### src/rtl/output_interface.sv
// rtl/output_interface.sv - captures a ciphertext block on engine completion and streams it out MSB byte first
module output_interface #(
    parameter int BLOCK_BYTES = 16,
    parameter int CNT_W       = 4
) (
    input  logic                     clk,
    input  logic                     rst_,
    input  logic                     engine_done,
    input  logic [8*BLOCK_BYTES-1:0] cipher_in,
    output logic [7:0]               dout,
    output logic                     dout_valid,
    input  logic                     dout_ready,
    output logic                     busy,
    output logic                     tx_done,
    output logic                     overrun,
    input  logic                     overrun_clr
);

    localparam int              W    = 8 * BLOCK_BYTES;
    localparam logic [CNT_W-1:0] LAST = CNT_W'(BLOCK_BYTES - 1);

    typedef enum logic [1:0] {
        S_IDLE,
        S_SEND,
        S_DONE
    } state_t;

    state_t           state;
    state_t           next_state;
    logic [W-1:0]     shreg;
    logic [CNT_W-1:0] cnt;
    logic             done_q;
    logic             done_rise;
    logic             load;
    logic             xfer;

    assign done_rise = engine_done & ~done_q;

    always_ff @(posedge clk or posedge rst_) begin
        if (rst_) begin
            state <= S_IDLE;
        end else begin
            state <= next_state;
        end
    end

    always_comb begin
        next_state = state;
        load       = 1'b0;
        xfer       = 1'b0;
        dout_valid = 1'b0;
        busy       = 1'b0;
        tx_done    = 1'b0;
        case (state)
            S_IDLE: begin
                if (done_rise) begin
                    load       = 1'b1;
                    next_state = S_SEND;
                end
            end
            S_SEND: begin
                dout_valid = 1'b1;
                busy       = 1'b1;
                xfer       = dout_ready;
                if (dout_ready && (cnt == LAST)) begin
                    next_state = S_DONE;
                end
            end
            S_DONE: begin
                busy       = 1'b1;
                tx_done    = 1'b1;
                next_state = S_IDLE;
            end
            default: begin
                next_state = S_IDLE;
            end
        endcase
        dout = dout_valid ? shreg[W-1 -: 8] : 8'h00;
    end

    // cnt saturates at LAST so it never exceeds the block size for any legal parameter pair
    always_ff @(posedge clk or posedge rst_) begin
        if (rst_) begin
            shreg  <= '0;
            cnt    <= '0;
            done_q <= 1'b0;
        end else begin
            done_q <= engine_done;
            if (load) begin
                shreg <= cipher_in;
                cnt   <= '0;
            end else if (xfer) begin
                shreg <= shreg << 8;
                if (cnt != LAST) begin
                    cnt <= cnt + CNT_W'(1);
                end
            end
        end
    end

    // A rise while busy drops that block; set takes priority over clear
    always_ff @(posedge clk or posedge rst_) begin
        if (rst_) begin
            overrun <= 1'b0;
        end else if (done_rise && (state != S_IDLE)) begin
            overrun <= 1'b1;
        end else if (overrun_clr) begin
            overrun <= 1'b0;
        end
    end

endmodule
### config.mk
export PLATFORM = sky130hd
export DESIGN_NAME = output_interface
export DESIGN_NICKNAME = d
export VERILOG_FILES = /design/src/rtl/output_interface.sv
export SDC_FILE = /design/constraint.sdc
export NUM_CORES = 1
export LEC_CHECK = 0
export ABC_AREA = 1
export CAP_MARGIN = 40
export CORE_MARGIN = 5
export CORE_UTILIZATION = 50
export CTS_CLUSTER_DIAMETER = 80
export DETAILED_ROUTE_END_ITERATION = 8
export PLACE_DENSITY = 0.8
export SYNTH_ARGS = -nofsm -noshare
export SYNTH_HDL_FRONTEND = slang
export SYNTH_SLANG_ARGS = --single-unit
### constraint.sdc
create_clock -name clk -period 6.1 [get_ports clk]
set_clock_uncertainty 0.1 [all_clocks]
set_input_delay 0.915 -clock clk [delete_from_list [all_inputs] [get_ports clk]]
set_output_delay 0.915 -clock clk [all_outputs]
set_load 0.005 [all_outputs]
==> impl_metrics.py, run 1 <==
metrics = {
    "global_routing": {
        "track_usage": 0.2237,
        "overflow": 0,
        "antenna_found_initial": 0,
        "grt_max_degree": 96,
        "grt_pass1_vias": 5400,
        "grt_pass1_wl_um": 26140,
    },
    "setup_path": {
        "ff2ff_setup_slack_ns": 3.83,
        "worstSetupStartpoint": "state[1]$_DFFE_PP0P_",
        "worstSetupPathType": "reg -> out",
        "r2r_start": "state[1]$_DFFE_PP0P_",
        "crit_fanout": 12,
        "crit-reg2reg-capture": "shreg[53]$_DFFE_PP0P_",
        "cp-end-kind": "output pin",
        "start_kind": "flip-flop",
        "r2r_cells": 7,
        "cp.required_ns": 5.08,
        "arrival_ns": 2.02,
    },
    "route": {
        "route.top_layer_used": "met4",
        "routed_via_density": 5.281,
        "routed_wl_um": 16150,
        "wire_per_inst_um": 15.22,
        "wl_met3_um": 1034,
        "wl_met2_um": 7692,
        "drtIter0Drc": 584,
        "drc": 0,
        "ant_nets": 0,
        "vias": 5603,
        "wl_met1_um": 7027,
        "firstDrtPassIters": 5,
    },
    "timing": {
        "hold_viol_final": 0,
        "period_needed_ns": 3.031,
        "setup_tns_ns": 0,
        "clock.fmax_ghz": 0.3299,
        "finalSetupViolCount": 0,
        "fin_crit_sh": 0.4969,
        "max_slew_margin": 0.4115,
        "grt_setup_unrepaired": "no",
        "maxSlewViolCount": 0,
        "worst_slack_ns": 3.069,
        "tightest_slew_ns": 0.8827,
    },
    "job": {
        "maxCapViolations": 0,
    },
    "synthesis": {
        "synth_top_area_cell": "dfrtp_1",
        "synthCells": 760,
        "synth_cell_types": 21,
        "syn-cell-area_um2": 6301,
        "yosys-top-cells-area": "dfrtp_1 (54%), nand2_1 (16%), a31oi_1 (8.9%)",
        "ys_seq_area_frac": 0.5401,
        "synth_most_common_cell": "nand2_1",
        "avgSynthCellArea_um2": 8.291,
        "synth_fp_nets": 898,
        "synth_edf_count": 0,
        "synth_top_area_share": 0.5401,
        "async_flop_share": 1.000,
        "yosys_warnings": 0,
        "synthTopCellsByCount": "nand2_1 (266), dfrtp_1 (136), nor2_1 (92)",
        "synth_seq_cells": 136,
        "synth_flop_cell": "dfrtp_1",
    },
    "clock_network": {
        "root_buffer": "clkbuf_16",
        "cts_resized": 0,
        "htreeDepth": 4,
        "numCtsBuffers": 17,
        "clkSinkCount": 136,
        "postCtsSetupBuffers": 0,
        "cts_tree": "built",
        "clock_path_buffers": 2,
        "clk_latency_ns": 0.42,
        "clk_pin_slew_ns": 0.06,
        "hold_buffers": 0,
    },
    "layout": {
        "drive_above_1_share": 0.04724,
        "num_antenna_cells": 0,
        "final_cell_area_um2": 8342,
        "areaGrowthSynthToFinish_pct": 32.39,
        "finalNetCount": 1015,
        "fillers": 1006,
        "fin_cells": 1061,
    },
    "power_and_ir_drop": {
        "power_uw": 3911,
        "power_leakage_uw": 0.003847,
        "peakVddDrop_mv": 0.2528,
        "power_density_nw_per_um2": 468.8,
    },
    "hold_path": {
        "worstHoldStart": "shreg[22]$_DFFE_PP0P_",
        "hold-path-endpoint": "shreg[22]$_DFFE_PP0P_",
        "hold_depth": 2,
        "hp-class": "reg -> reg",
    },
    "place": {
        "dpl.cell_count": 1030,
        "port_buffers": 144,
        "hpwl_um": 10190,
        "place_congestion": 0.8182,
        "place_area_um2": 7712,
        "dpl_worst_slack_ns": 3.182,
    },
    "floorplan": {
        "boundaryPins": 145,
        "die-area_um2": 14950,
        "design.core.area_um2": 12470,
        "die_h_um": 122.3,
        "start_util": 0.5055,
        "die_width_um": 122.3,
        "rows": 41,
    },
    "run_status": {
        "status": "complete, no violations",
    },
}
-- sequential cells by signal (all words and copies together), names as in the netlist --
name     cells
state        2
cnt          4
done_q       1
shreg      128
overrun      1
-- layout make-up --
type / count / area, µm² / share of cell area
clock inverter: 9 / 145.1 / 0.01740
inverter: 32 / 127.6 / 0.01530
sequential: 136 / 3403 / 0.4080
tap: 172 / 215.2 / 0.02580
clock buffer: 22 / 484.2 / 0.05805
timing repair buffer: 151 / 1539 / 0.1845
multi-input combinational: 539 / 2427 / 0.2910
-- kinds of logic (layout without fill, tap and decap cells) --
logic type | count (synthesis) | count (layout) | synth area share
xor gates and xnor gates | 1 | 1 | 0.001390
and+or+nand+nor | 403 | 403 | 0.2506
AOI/OAI and AO/OA | 130 | 130 | 0.1213
adders and majority gates | 5 | 5 | 0.009929
DFF | 136 | 136 | 0.5401
buffers and inverters | 85 | 214 | 0.07665
-- how the worst max path moves through the flow --
stage | to | slack [ns] | cells after the start
5_1_grt | dout[3] | 2.88 | 5
4_1_cts | dout[1] | 3.03 | 5
3_5_place_dp | shreg[65]$_DFFE_PP0P_ | 3.18 | 5
2_1_floorplan | cnt[0]$_DFFE_PP0P_ | 1.45 | 1
6_report | dout[1] | 3.07 | 5
3_3_place_gp | cnt[0]$_DFFE_PP0P_ | 3.09 | 8
-- power breakdown --
part | internal [µW] | total [µW] | switching [µW]
clock network | 721 | 1090 | 373
logic | 531 | 1200 | 673
registers | 1360 | 1610 | 257
total | 2610 | 3910 | 1300
-- layout by cell type, fill, tap and decap left out, drive strengths merged, types with 4 or more instances in the layout --
cell type	instances
o21ai	39
inv	32
bufinv	4
buf	7
ha	5
dfrtp	136
nand2	267
clkdlybuf4s50	144
clkinv	5
a31oi	90
nor2	92
nand3	41
clkbuf	22
-- stage by stage --
stage | util | hold slack, ns
5_1_grt | 0.6692 | 0.3960
3_3_place_gp | 0.6133 | 0.3636
2_1_floorplan | - | 0.3496
4_1_cts | 0.6692 | 0.3848
6_report | 0.6692 | 0.3810
3_5_place_dp | 0.6187 | 0.3673
-- metal layers --
metal	up-vias	global-route usage
met5	-	0
met4	0	0.08537
met1	2645	0.3032
li1	2733	-
met2	193	0.3480
met3	32	0.05806
-- worst max-delay path, stage by stage (launching register included) --
cell	delay (ns)
dfrtp_1	0.39
inv_1	0.11
ha_1	0.44
nand2_1	0.10
inv_1	0.07
clkdlybuf4s50_1	0.49
No activity file was read; power rests on OpenSTA's default activity.
==> inputs of run 2 (changes only) <==
Clock period 6.1 ns to 3.1 ns, I/O delays scaled along.
==> run 2 against run 1 <==
Die area stayed put. Core utilization grew 0.32 points. Non-clock buffer count up 2. Critical path depth stayed put. Critical path type unchanged. Largest cell class unchanged.
==> impl_metrics.py, run 2 (synthesis gave the netlist of run 1 again) <==
metrics = {
    "floorplan": {
        "die_width_um": 122.3,
        "die_h_um": 122.3,
        "start_util": 0.5055,
        "die-area_um2": 14950,
        "rows": 41,
        "design.core.area_um2": 12470,
        "boundaryPins": 145,
    },
    "power_and_ir_drop": {
        "power_leakage_uw": 0.003844,
        "internal_power_uw": 5132,
        "seqPwrFrac": 0.410,
        "p_sw_uw": 2599,
        "power_density_nw_per_um2": 922.2,
        "power_frac_comb": 0.304,
        "clkPwrFrac": 0.286,
        "peakVddDrop_mv": 0.4378,
        "swShare": 0.3362,
    },
    "timing": {
        "grt_setup_unrepaired": "no",
        "maxSlewViolCount": 0,
        "max_slew_margin": 0.4226,
        "period_needed_ns": 2.637,
        "hold_viol_final": 0,
        "fin_crit_sh": 0.8507,
        "setup_tns_ns": 0,
        "clock.fmax_ghz": 0.3792,
        "finalSetupViolCount": 0,
        "tightest_slew_ns": 0.8661,
        "worst_slack_ns": 0.4629,
    },
    "hold_path": {
        "hold_depth": 2,
        "hold-path-endpoint": "shreg[125]$_DFFE_PP0P_",
        "worstHoldStart": "shreg[125]$_DFFE_PP0P_",
        "hp-class": "reg -> reg",
    },
    "place": {
        "dpl_worst_slack_ns": 0.6898,
        "place_congestion": 0.8087,
        "dpl.cell_count": 1032,
        "hpwl_um": 10280,
        "port_buffers": 144,
    },
    "clock_network": {
        "htreeDepth": 4,
        "numCtsBuffers": 17,
        "hold_buffers": 0,
        "cts_tree": "built",
        "cts_resized": 0,
        "root_buffer": "clkbuf_16",
        "clk_pin_slew_ns": 0.06,
        "clk_latency_ns": 0.42,
        "postCtsSetupBuffers": 0,
        "clock_path_buffers": 2,
        "clkSinkCount": 136,
    },
    "route": {
        "vias": 5520,
        "routed_via_density": 5.188,
        "drtIter0Drc": 501,
        "drc": 0,
        "firstDrtPassIters": 4,
        "wire_per_inst_um": 14.97,
        "ant_nets": 0,
        "routed_wl_um": 15930,
    },
    "run_status": {
        "status": "complete, no violations",
    },
    "setup_path": {
        "cp.required_ns": 2.53,
        "r2r_start": "state[1]$_DFFE_PP0P_",
        "crit_fanout": 12,
        "cp-end-kind": "output pin",
        "arrival_ns": 2.07,
        "r2r_cells": 7,
        "ff2ff_setup_slack_ns": 0.66,
        "worstSetupPathType": "reg -> out",
        "crit-reg2reg-capture": "shreg[73]$_DFFE_PP0P_",
        "start_kind": "flip-flop",
    },
    "layout": {
        "largestRegisters": "shreg: 128 flops, cnt: 4 flops, state: 2 flops",
        "final_common_cell": "nand2_1",
        "largest_register_ffs": 128,
        "regMostFlops": "shreg",
        "drive_above_1_share": 0.05157,
        "finalNetCount": 1017,
        "num_antenna_cells": 0,
        "final_cell_mix": "nand2_1 (266), clkdlybuf4s50_1 (144), dfrtp_1 (136)",
        "fin_cells": 1064,
        "areaGrowthSynthToFinish_pct": 33.02,
    },
    "global_routing": {
        "grt_pass1_vias": 5557,
        "antenna_found_initial": 0,
        "track_usage": 0.2232,
        "overflow": 0,
        "grt_pass1_wl_um": 26230,
        "grt_max_degree": 98,
    },
    "job": {
        "maxCapViolations": 0,
    },
}
## run 2: cell type report
cell class	count	area, µm²
fillers	1084	4084
flip-flops and latches	136	3403
inverters	32	126.4
clock inverters	15	225.2
well taps	172	215.2
repair buffers	153	1559
clock buffers	17	425.4
multi-input cells	539	2427
## run 2: power by group through the flow
stage | sequential (µW) | clock [µW] | combinational, µW
after global routing | 3270 | 2330 | 2710
final | 3170 | 2210 | 2350
after CTS | 3160 | 2230 | 2390
after detailed placement | 3160 | 0 | 2350
after floorplan | 3020 | 0 | 1800
after global placement | 3140 | 0 | 2250
## run 2: critical path, stage by stage (launching register included)
cell             delay, ns
dfrtp_1               0.40
inv_1                 0.11
ha_1                  0.46
nand2_1               0.12
inv_1                 0.07
clkdlybuf4s50_1       0.49
## run 2: worst max path at each step
stage,from,to,cells past startpoint
4_1_cts,state[1]$_DFFE_PP0P_,dout[7],5
2_1_floorplan,rst_,cnt[0]$_DFFE_PP0P_,1
5_1_grt,state[1]$_DFFE_PP0P_,dout[6],5
6_report,state[1]$_DFFE_PP0P_,dout[7],5
3_3_place_gp,dout_ready,shreg[49]$_DFFE_PP0P_,5
3_5_place_dp,dout_ready,shreg[58]$_DFFE_PP0P_,5
## run 2: metal layers
layer	up-vias	global-route usage	wire length, µm
met4	0	0.09727	437
met1	2616	0.2911	6893
met3	33	0.04839	832
met2	146	0.3610	7768
met5	-	0	0
li1	2725	-	-
## run 2: stage by stage
| step | cell area [µm²] | hold WS, ns | util | power [µW] |
|---|---|---|---|---|
| floorplan | 6305 | 0.3496 | - | 4820 |
| detailed placement | 7731 | 0.3669 | 0.6202 | 5514 |
| global route | 8382 | 0.4013 | 0.6724 | 8301 |
| finish | 8382 | 0.3816 | 0.6724 | 7730 |
| CTS | 8382 | 0.3838 | 0.6724 | 7779 |
| global placement | 7731 | 0.3647 | 0.6202 | 5397 |
==> inputs of run 3 (changes only) <==
Settings changed: SKIP_CTS_REPAIR_TIMING from default to 1.
==> results of run 3 <==
The final DEF is identical to that of run 2; final timing and power are the same.
